--- config.mk ---
export PLATFORM = sky130hd
export DESIGN_NAME = cache_arbiter_flat
export DESIGN_NICKNAME = d
export VERILOG_FILES = /design/src/rtl/memory_pkg.sv /design/src/rtl/wishbone_if.sv /design/src/rtl/rr_arbiter2.sv /design/src/rtl/cache_arbiter.sv /design/src/flat_wrapper.sv
export SDC_FILE = /design/constraint.sdc
export NUM_CORES = 1
export LEC_CHECK = 0
export ABC_AREA = 1
export CAP_MARGIN = 15
export CORE_AREA = 8 8 117 119
export DETAILED_ROUTE_END_ITERATION = 8
export DIE_AREA = 0 0 125 127
export SLEW_MARGIN = 5
export SYNTH_ARGS = -nofsm -noshare
export SYNTH_HDL_FRONTEND = slang
export SYNTH_SLANG_ARGS = --single-unit
--- constraint.sdc ---
create_clock -name clock -period 2 [get_ports clock]
set_input_delay 0.3 -clock clock [delete_from_list [all_inputs] [get_ports clock]]
set_output_delay 0.3 -clock clock [all_outputs]
set_load 0.05 [all_outputs]
--- src/rtl/memory_pkg.sv ---
// Shared memory-subsystem types: arbiter FSM states and the one-bit grant index.
package memory_pkg;

    typedef enum logic [1:0] {
        IDLE   = 2'd0,
        GRANT0 = 2'd1,
        GRANT1 = 2'd2
    } arb_state_e;

    typedef logic [0:0] grant_t;

    function automatic arb_state_e grant_state(input grant_t g);
        return (g == grant_t'(1)) ? GRANT1 : GRANT0;
    endfunction

endpackage

--- src/rtl/wishbone_if.sv ---
// Classic Wishbone bus bundle; "primary" drives the cycle, "secondary" answers it.
interface wishbone_if #(
    parameter int DATA_SIZE = 32,
    parameter int BYTE_SIZE = 8,
    parameter int ADDR_SIZE = 32
);
    localparam int SEL_SIZE = DATA_SIZE / BYTE_SIZE;

    // Handshake: a cycle is requested while cyc & stb are high; the primary keeps
    // cyc, stb, we, sel, addr and dat_o_p stable until it samples ack high, and ack
    // is a one-cycle completion strobe qualifying dat_i_p on reads.
    logic                 cyc;
    logic                 stb;
    logic                 we;
    logic [SEL_SIZE-1:0]  sel;
    logic [ADDR_SIZE-1:0] addr;
    logic [DATA_SIZE-1:0] dat_o_p;
    logic [DATA_SIZE-1:0] dat_i_p;
    logic                 ack;

    modport primary (
        output cyc, stb, we, sel, addr, dat_o_p,
        input  ack, dat_i_p
    );

    modport secondary (
        input  cyc, stb, we, sel, addr, dat_o_p,
        output ack, dat_i_p
    );

endinterface

--- src/rtl/rr_arbiter2.sv ---
// Two-way round-robin pick: on a tie the port that was not served last wins.
module rr_arbiter2
    import memory_pkg::*;
(
    input  logic   req0,
    input  logic   req1,
    input  grant_t last_grant,
    output logic   valid,
    output grant_t grant
);

    always_comb begin
        valid = req0 | req1;
        grant = grant_t'(0);
        if (req0 && req1) begin
            grant = ~last_grant;
        end else if (req1) begin
            grant = grant_t'(1);
        end
    end

endmodule

--- src/rtl/cache_arbiter.sv ---
// Two-requester Wishbone arbiter in front of the cache port, one transaction per grant.
// Optional grant watchdog enabled by defining CACHE_ARBITER_TIMEOUT_EN.
module cache_arbiter
    import memory_pkg::*;
#(
    parameter int DATA_SIZE      = 32,
    parameter int BYTE_SIZE      = 8,
    parameter int ADDR_SIZE      = 32,
    parameter int TIMEOUT_CYCLES = 64
) (
    input  logic          clock,
    input  logic          reset,
    wishbone_if.secondary wb_if_p0,
    wishbone_if.secondary wb_if_p1,
    wishbone_if.primary   wb_if_s,
    output logic          timeout,
    output arb_state_e    state_dbg
);

    if ((DATA_SIZE % BYTE_SIZE) != 0 || ADDR_SIZE < 1 || TIMEOUT_CYCLES < 1) begin : g_bad_cfg
        $error("cache_arbiter: inconsistent DATA_SIZE/BYTE_SIZE/ADDR_SIZE/TIMEOUT_CYCLES");
    end

    arb_state_e state, state_next;
    grant_t     last_grant, last_grant_next;
    logic       req0, req1;
    logic       pick_valid;
    grant_t     pick;
    logic       expire;

    assign req0 = wb_if_p0.cyc & wb_if_p0.stb;
    assign req1 = wb_if_p1.cyc & wb_if_p1.stb;

    rr_arbiter2 u_rr (
        .req0       (req0),
        .req1       (req1),
        .last_grant (last_grant),
        .valid      (pick_valid),
        .grant      (pick)
    );

    always_ff @(posedge clock) begin
        if (reset) begin
            state      <= IDLE;
            last_grant <= grant_t'(1);
        end else begin
            state      <= state_next;
            last_grant <= last_grant_next;
        end
    end

    // A grant ends on ack, on the owner dropping cyc, or on watchdog expiry.
    always_comb begin
        state_next      = state;
        last_grant_next = last_grant;
        case (state)
            IDLE: begin
                if (pick_valid) state_next = grant_state(pick);
            end
            GRANT0: begin
                if (wb_if_s.ack || !wb_if_p0.cyc || expire) begin
                    state_next      = IDLE;
                    last_grant_next = grant_t'(0);
                end
            end
            GRANT1: begin
                if (wb_if_s.ack || !wb_if_p1.cyc || expire) begin
                    state_next      = IDLE;
                    last_grant_next = grant_t'(1);
                end
            end
            default: state_next = IDLE;
        endcase
    end

    always_comb begin
        wb_if_s.cyc     = 1'b0;
        wb_if_s.stb     = 1'b0;
        wb_if_s.we      = 1'b0;
        wb_if_s.sel     = '0;
        wb_if_s.addr    = '0;
        wb_if_s.dat_o_p = '0;
        wb_if_p0.ack    = 1'b0;
        wb_if_p1.ack    = 1'b0;
        case (state)
            GRANT0: begin
                wb_if_s.cyc     = wb_if_p0.cyc;
                wb_if_s.stb     = wb_if_p0.stb;
                wb_if_s.we      = wb_if_p0.we;
                wb_if_s.sel     = wb_if_p0.sel;
                wb_if_s.addr    = wb_if_p0.addr;
                wb_if_s.dat_o_p = wb_if_p0.dat_o_p;
                wb_if_p0.ack    = wb_if_s.ack;
            end
            GRANT1: begin
                wb_if_s.cyc     = wb_if_p1.cyc;
                wb_if_s.stb     = wb_if_p1.stb;
                wb_if_s.we      = wb_if_p1.we;
                wb_if_s.sel     = wb_if_p1.sel;
                wb_if_s.addr    = wb_if_p1.addr;
                wb_if_s.dat_o_p = wb_if_p1.dat_o_p;
                wb_if_p1.ack    = wb_if_s.ack;
            end
            default: ;
        endcase
    end

    // Read data is shared; only the acked port treats it as valid.
    assign wb_if_p0.dat_i_p = wb_if_s.dat_i_p;
    assign wb_if_p1.dat_i_p = wb_if_s.dat_i_p;
    assign state_dbg        = state;

`ifdef CACHE_ARBITER_TIMEOUT_EN
    localparam int CNT_W = $clog2(TIMEOUT_CYCLES + 1);
    logic [CNT_W-1:0] wd_cnt;

    assign expire = (state != IDLE) && !wb_if_s.ack &&
                    (wd_cnt == CNT_W'(TIMEOUT_CYCLES - 1));

    always_ff @(posedge clock) begin
        if (reset) begin
            wd_cnt  <= '0;
            timeout <= 1'b0;
        end else begin
            if (state == IDLE) begin
                wd_cnt <= '0;
            end else if (!wb_if_s.ack) begin
                wd_cnt <= wd_cnt + CNT_W'(1);
            end
            if (expire) timeout <= 1'b1;
        end
    end
`else
    assign expire  = 1'b0;
    assign timeout = 1'b0;
`endif

endmodule
--- src/flat_wrapper.sv ---
// flat-port wrapper written by rule: the top's interface ports become plain ports
module cache_arbiter_flat import memory_pkg::*;
#(
    parameter int DATA_SIZE      = 32,
    parameter int BYTE_SIZE      = 8,
    parameter int ADDR_SIZE      = 32,
    parameter int TIMEOUT_CYCLES = 64
)
  (clock, reset, timeout, state_dbg, wb_if_p0_cyc, wb_if_p0_stb, wb_if_p0_we, wb_if_p0_sel, wb_if_p0_addr, wb_if_p0_dat_o_p, wb_if_p0_ack, wb_if_p0_dat_i_p, wb_if_p1_cyc, wb_if_p1_stb, wb_if_p1_we, wb_if_p1_sel, wb_if_p1_addr, wb_if_p1_dat_o_p, wb_if_p1_ack, wb_if_p1_dat_i_p, wb_if_s_cyc, wb_if_s_stb, wb_if_s_we, wb_if_s_sel, wb_if_s_addr, wb_if_s_dat_o_p, wb_if_s_ack, wb_if_s_dat_i_p);
  wishbone_if #(.DATA_SIZE(DATA_SIZE), .BYTE_SIZE(BYTE_SIZE), .ADDR_SIZE(ADDR_SIZE)) wb_if_p0_i ();
  wishbone_if #(.DATA_SIZE(DATA_SIZE), .BYTE_SIZE(BYTE_SIZE), .ADDR_SIZE(ADDR_SIZE)) wb_if_p1_i ();
  wishbone_if #(.DATA_SIZE(DATA_SIZE), .BYTE_SIZE(BYTE_SIZE), .ADDR_SIZE(ADDR_SIZE)) wb_if_s_i ();
  input  logic clock;
  input  logic reset;
  output logic timeout;
  output arb_state_e state_dbg;
  input wire logic [$bits(wb_if_p0_i.cyc)-1:0] wb_if_p0_cyc;
  input wire logic [$bits(wb_if_p0_i.stb)-1:0] wb_if_p0_stb;
  input wire logic [$bits(wb_if_p0_i.we)-1:0] wb_if_p0_we;
  input wire logic [$bits(wb_if_p0_i.sel)-1:0] wb_if_p0_sel;
  input wire logic [$bits(wb_if_p0_i.addr)-1:0] wb_if_p0_addr;
  input wire logic [$bits(wb_if_p0_i.dat_o_p)-1:0] wb_if_p0_dat_o_p;
  output wire logic [$bits(wb_if_p0_i.ack)-1:0] wb_if_p0_ack;
  output wire logic [$bits(wb_if_p0_i.dat_i_p)-1:0] wb_if_p0_dat_i_p;
  input wire logic [$bits(wb_if_p1_i.cyc)-1:0] wb_if_p1_cyc;
  input wire logic [$bits(wb_if_p1_i.stb)-1:0] wb_if_p1_stb;
  input wire logic [$bits(wb_if_p1_i.we)-1:0] wb_if_p1_we;
  input wire logic [$bits(wb_if_p1_i.sel)-1:0] wb_if_p1_sel;
  input wire logic [$bits(wb_if_p1_i.addr)-1:0] wb_if_p1_addr;
  input wire logic [$bits(wb_if_p1_i.dat_o_p)-1:0] wb_if_p1_dat_o_p;
  output wire logic [$bits(wb_if_p1_i.ack)-1:0] wb_if_p1_ack;
  output wire logic [$bits(wb_if_p1_i.dat_i_p)-1:0] wb_if_p1_dat_i_p;
  output wire logic [$bits(wb_if_s_i.cyc)-1:0] wb_if_s_cyc;
  output wire logic [$bits(wb_if_s_i.stb)-1:0] wb_if_s_stb;
  output wire logic [$bits(wb_if_s_i.we)-1:0] wb_if_s_we;
  output wire logic [$bits(wb_if_s_i.sel)-1:0] wb_if_s_sel;
  output wire logic [$bits(wb_if_s_i.addr)-1:0] wb_if_s_addr;
  output wire logic [$bits(wb_if_s_i.dat_o_p)-1:0] wb_if_s_dat_o_p;
  input wire logic [$bits(wb_if_s_i.ack)-1:0] wb_if_s_ack;
  input wire logic [$bits(wb_if_s_i.dat_i_p)-1:0] wb_if_s_dat_i_p;
  assign wb_if_p0_i.cyc = wb_if_p0_cyc;
  assign wb_if_p0_i.stb = wb_if_p0_stb;
  assign wb_if_p0_i.we = wb_if_p0_we;
  assign wb_if_p0_i.sel = wb_if_p0_sel;
  assign wb_if_p0_i.addr = wb_if_p0_addr;
  assign wb_if_p0_i.dat_o_p = wb_if_p0_dat_o_p;
  assign wb_if_p0_ack = wb_if_p0_i.ack;
  assign wb_if_p0_dat_i_p = wb_if_p0_i.dat_i_p;
  assign wb_if_p1_i.cyc = wb_if_p1_cyc;
  assign wb_if_p1_i.stb = wb_if_p1_stb;
  assign wb_if_p1_i.we = wb_if_p1_we;
  assign wb_if_p1_i.sel = wb_if_p1_sel;
  assign wb_if_p1_i.addr = wb_if_p1_addr;
  assign wb_if_p1_i.dat_o_p = wb_if_p1_dat_o_p;
  assign wb_if_p1_ack = wb_if_p1_i.ack;
  assign wb_if_p1_dat_i_p = wb_if_p1_i.dat_i_p;
  assign wb_if_s_cyc = wb_if_s_i.cyc;
  assign wb_if_s_stb = wb_if_s_i.stb;
  assign wb_if_s_we = wb_if_s_i.we;
  assign wb_if_s_sel = wb_if_s_i.sel;
  assign wb_if_s_addr = wb_if_s_i.addr;
  assign wb_if_s_dat_o_p = wb_if_s_i.dat_o_p;
  assign wb_if_s_i.ack = wb_if_s_ack;
  assign wb_if_s_i.dat_i_p = wb_if_s_dat_i_p;
  cache_arbiter #(.DATA_SIZE(DATA_SIZE), .BYTE_SIZE(BYTE_SIZE), .ADDR_SIZE(ADDR_SIZE), .TIMEOUT_CYCLES(TIMEOUT_CYCLES)) u_core (.clock(clock), .reset(reset), .wb_if_p0(wb_if_p0_i), .wb_if_p1(wb_if_p1_i), .wb_if_s(wb_if_s_i), .timeout(timeout), .state_dbg(state_dbg));
endmodule
## Word-level counts from Yosys, hierarchy flattened

Index checks and enable logic that the tools add are counted.
W data, S select, Z words.

| word-level totals | value |
|---|---|
| register bits after elaboration | 3 |
| bits of input ports | 177 |
| word-level logic and storage cells | 38 |

| operators by class | value |
|---|---|
| eq/ne operators | 5 |
| muxes and demuxes | 18 |
| bitwise gates (word level) | 4 |
| reductions and logical operators | 9 |

Operators by type and width:

| kind | count |
|---|---|
| $pmux W32 S2 | 2 |
| $mux W2 | 4 |
| $pmux W1 S2 | 4 |
| $pmux W4 S2 | 1 |
| $mux W1 | 6 |
| $ne A2 B1 Y1 const B | 3 |
| $pmux W2 S3 | 1 |
| $reduce_and A3 Y1 | 2 |
| $and A1 B1 Y1 | 2 |
| $eq A2 B1 Y1 const B | 1 |
| $eq A2 B2 Y1 const B | 1 |
| $logic_not A1 Y1 | 2 |
| $logic_not A2 Y1 | 1 |
| $logic_or A1 B1 Y1 | 2 |
| $reduce_bool A2 Y1 | 1 |
| $logic_and A1 B1 Y1 | 1 |
| $not A1 Y1 | 1 |
| $or A1 B1 Y1 | 1 |

## Logic depth before layout (Yosys ltp)

| logic depth | value |
|---|---|
| depth after elaboration | 6 |
| mapped depth | 10 |

## Hierarchy

Synthesis repeated with hierarchy kept, for this count alone.

| unflattened totals | value |
|---|---|
| cells, all modules | 346 |
| area total of the unflattened synthesis | 1,783.0 sq um |

Modules (own cells, without submodules):

| module | instances | cells each | area an instance (sq um) | seq. area each (sq um) |
|---|---|---|---|---|
| cache_arbiter | 1 | 343 | 1,767.9 | 60.1 |
| rr_arbiter2 | 1 | 3 | 15.0 | 0.0 |

## Worst setup path before layout

OpenSTA, ideal clock, no wires.

| timing path | value |
|---|---|
| kind | reg-to-output |
| start point | register u_core.state[0], in the netlist u_core.state_dbg[0] |
| end point | output port wb_if_s_addr[0] |
| arrival time | 2.192 ns |
| required time | 1.700 ns |
| path slack | -0.492 ns |
| cell stages (with the launch flop) | 6 |
| buffers on the path | 1 |
| cell sequence | dfxtp_1 > inv_1 > ha_1 > inv_2 > clkbuf_1 > a21oi_1 |

| on the way | value |
|---|---|
| cells in the longest elaborated chain, start to end | 2 |

RTL lines:

| element | RTL line | RTL |
|---|---|---|
| start: declaration | cache_arbiter.sv:24 | `arb_state_e state, state_next;` |
| start signal: assignment | cache_arbiter.sv:47 | `state <= state_next;` |
| $eq A2 B2 Y1 or $eq A2 B1 Y1 (tied branches) | cache_arbiter.sv:85 | `case (state)` |
| $pmux W32 S2 * | cache_arbiter.sv:85 |  |
| end: declaration | flat_wrapper.sv:37 | `output wire logic [$bits(wb_if_s_i.addr)-1:0] wb_if_s_addr;` |

Mark *: on every way between the ends. The rest lies on a longest branch, timed or not.

## Worst setup path in the final report

| timing path | value |
|---|---|
| start point | register u_core.state[0], in the netlist u_core.state_dbg[0] |
| end point | output port wb_if_s_dat_o_p[29] |

| on the way | value |
|---|---|
| cells in the longest elaborated chain, start to end | 2 |

RTL lines:

| element | RTL line | RTL |
|---|---|---|
| $eq A2 B2 Y1 or $eq A2 B1 Y1 (tied branches) | cache_arbiter.sv:85 |  |
| $pmux W32 S2 * | cache_arbiter.sv:85 |  |
| end: declaration | flat_wrapper.sv:38 | `output wire logic [$bits(wb_if_s_i.dat_o_p)-1:0] wb_if_s_dat_o_p;` |

Marked as above.

==> flow_metrics.env <==
export IMPL_status="finished, final reports clean"
export IMPL_startpoint_type="flop"
export IMPL_timing_final_ws_setup_ns=0.0771
export IMPL_grt_pass1_wl_um=15300
export IMPL_r2r_start="u_core.state_dbg[1]$_SDFFE_PP0P_"
export IMPL_start_util_pct=14.8
export IMPL_clockRootBuffer="clkbuf_16"
export IMPL_dpl_hpwl_um=8050
export IMPL_cts_tree="yes"
export IMPL_slew_viol_final=0
export IMPL_final_min_clock_period_ns=1.92
export IMPL_wl_um=9640
export IMPL_fmax_mhz=520
export IMPL_cts_buffers=3
export IMPL_yosysUniqueCellTypes=15
export IMPL_dr_pass1_iters=4
export IMPL_first_iter_violations=96
export IMPL_p_per_area_mw_per_mm2=957
export IMPL_r2r_cells=10
export IMPL_placedCellCount=629
export IMPL_dr_total_vias=2610
export IMPL_met1_usage_pct=12.0
export IMPL_routabilityCongestion=0.786
export IMPL_num_rows=40
export IMPL_htreeDepth=1
export IMPL_grt_pass1_vias=2831
export IMPL_finalSetupViolCount=0
export IMPL_fin_cells=633
export IMPL_grt_max_degree=40
export IMPL_areaGrowthSynthToFinish_pct=114
export IMPL_met2_usage_pct=20.5
export IMPL_cp_end_kind="output pin"
export IMPL_hold_class="flop to flop"
export IMPL_rsz0062_at_grt="true"
export IMPL_via_per_inst=4.12
export IMPL_irDropWorstVdd_mv=0.505
export IMPL_routedWlPerCell_um=15.2
export IMPL_clock_skew_final_ns=0.00289
export IMPL_worstMarginPinSlew_ns=0.549
export IMPL_switching_share_pct=60.2
export IMPL_ys_warn_count=0
export IMPL_hold_violations=0
export IMPL_p_seq_share_pct=2.8
export IMPL_cts_num_sinks=3
export IMPL_critPathMaxStageDelay_ns=0.33
export IMPL_synth_ff_latch_count=3
export IMPL_pwr_share_comb_pct=88.3
export IMPL_track_usage_pct=11.4
export IMPL_min_to="u_core.last_grant$_SDFFE_PP1P_"
export IMPL_critical_path_class="flop to output pin"
export IMPL_met3_usage_pct=4.70
export IMPL_numPortBuffers=219
export IMPL_p_sw_w=0.00216
export IMPL_die_area_mm2=0.0159
export IMPL_hold_depth=2
export IMPL_syn_nets=524
export IMPL_ioPinCount=317
export IMPL_r2r_end="u_core.state_dbg[0]$_SDFFE_PP0P_"
export IMPL_insertion_delay_ns=0.23
export IMPL_coreArea_mm2=0.0118
export IMPL_detail_route_antenna_nets=0
export IMPL_clkPwrFrac_pct=8.9
export IMPL_n_antenna_cell=0
export IMPL_drive_gt1_share_pct=25.1
export IMPL_post_cts_buffers=0
export IMPL_grt_antenna_before_repair=0
export IMPL_pre_cts_ws_ns=0.156
export IMPL_grt_overflow_total=0
export IMPL_avgSynthCellArea_um2=5.11
export IMPL_r2r_setup_slack_ns=0.57
export IMPL_fillers=1271
export IMPL_period_share_pct=96.1
export IMPL_required_ns=1.70
export IMPL_path_cells="inv_2 > ha_2 > buf_12 > nand2_1 > a21oi_2 > buf_6"
export IMPL_die_y_um=127
export IMPL_yosysSeqAreaShare_pct=3.43
export IMPL_slowest_stage="dfxtp_2"
export IMPL_hp_start="u_core.last_grant$_SDFFE_PP1P_"
export IMPL_drv_cap=0
export IMPL_p_leak_nw=1.45
export IMPL_intPower_w=0.00143
export IMPL_die_w_um=125
export IMPL_synthCells=343
export IMPL_syn_cell_area_mm2=0.00175
export IMPL_layout_nets=668
export IMPL_busiest_layer="met2"
export IMPL_crit_arrival_ns=1.62
export IMPL_path_clk_slew_ns=0.03
export IMPL_crit_fanout=35
export IMPL_drcViolationCount=0
export IMPL_slew_headroom_pct=63.3
export IMPL_cts_buffer_depth=2
==> cell usage in the layout, fill, tap and decap left out, types with 4 or more instances in the layout <==
cell type | synthesis | layout
nor2_1 | 5 | 5
nand3_1 | 4 | 4
nand2_1 | 153 | 153
a21oi_1 | 72 | 46
clkdlybuf4s50_1 | 0 | 146
buf_12 | 0 | 7
buf_4 | 65 | 68
a21oi_2 | 0 | 21
inv_1 | 8 | 6
buf_6 | 1 | 6
a21oi_4 | 0 | 5
==> flip-flops by register name, indices dropped and copies added, names as in the netlist <==
register and cells:
u_core.state_dbg 2, u_core.last_grant 1
==> stage by stage <==
step           TNS [ns]  util (%)  power [W]  hold slack [ns]  area (µm²)
3_5_place_dp          0      30.4    0.00317            0.453        3600
6_report              0      31.7    0.00359            0.463        3750
3_3_place_gp          0      30.4    0.00315            0.454        3600
4_1_cts               0      31.3    0.00355            0.461        3700
5_1_grt         -0.0195      31.7    0.00383            0.509        3750
2_1_floorplan    -17.16         -    0.00242            0.428        1860
==> Yosys cell counts, drive strengths merged <==
master | instances | area share, %
clkbuf | 7 | 1.5
a21oi | 72 | 21
nand2 | 157 | 35
nand3 | 4 | 1.1
nor2 | 5 | 1.1
conb | 1 | 0.21
inv | 9 | 1.9
ha | 4 | 2.9
buf | 81 | 33
dfxtp | 3 | 3.4
==> kinds of logic after synthesis <==
logic type / Yosys count / synth area share [%]
simple gates: 166 / 36.7
buf+inv: 97 / 36.2
compound gates: 72 / 20.6
other cells: 1 / 0.214
fa+ha+maj: 4 / 2.86
flops: 3 / 3.43
==> worst max-delay path by stage <==
stage / startpoint / cells after the start / to
6_report: u_core.state_dbg[0]$_SDFFE_PP0P_ / 6 / wb_if_s_dat_o_p[29]
5_1_grt: u_core.state_dbg[1]$_SDFFE_PP0P_ / 6 / wb_if_s_dat_o_p[28]
4_1_cts: u_core.state_dbg[1]$_SDFFE_PP0P_ / 6 / wb_if_s_addr[22]
3_5_place_dp: u_core.state_dbg[0]$_SDFFE_PP0P_ / 6 / wb_if_s_addr[22]
3_3_place_gp: u_core.state_dbg[0]$_SDFFE_PP0P_ / 6 / wb_if_s_dat_o_p[22]
2_1_floorplan: u_core.state_dbg[0]$_SDFFE_PP0P_ / 5 / wb_if_s_addr[11]
==> critical path, delay by kind of cell, from the launching register on <==
| family | cells | cell delay [ns] |
|---|---|---|
| buf+inv | 3 | 0.49 |
| flops | 1 | 0.33 |
| fa+ha+maj | 1 | 0.24 |
| compound gates | 1 | 0.21 |
| simple gates | 1 | 0.11 |
==> repair_timing <==
item                                    4_1_cts  5_1_grt
hold endpoints to repair                      0        0
endpoints found under the setup margin       49       51
gates resized for setup                       5       13
hold buffers                                  0        0
==> cell type report <==
cell class	count	area [µm²]	area share, %
repair buffers	227	2180	58.1
well taps	147	184	4.91
inverters	9	33.8	0.901
clock buffers	4	78.8	2.10
multi-input cells	243	1210	32.3
flip-flops and latches	3	62.6	1.67
==> power by group through the flow <==
stage          sequential (W)  clock [W]  combinational, W
3_5_place_dp        0.0000995          0           0.00307
5_1_grt              0.000105   0.000330           0.00340
6_report             0.000102   0.000320           0.00317
2_1_floorplan        0.000138          0           0.00228
4_1_cts              0.000100   0.000324           0.00313
3_3_place_gp        0.0000975          0           0.00305
==> per-layer routing <==
| metal | vias to the layer above | routed length (µm) |
|---|---|---|
| met5 | - | 0 |
| met4 | 0 | 236 |
| met3 | 32 | 1040 |
| met2 | 162 | 4770 |
| met1 | 1123 | 3590 |
| li1 | 1293 | - |
Note: power is estimated with default switching activity, not from simulation.
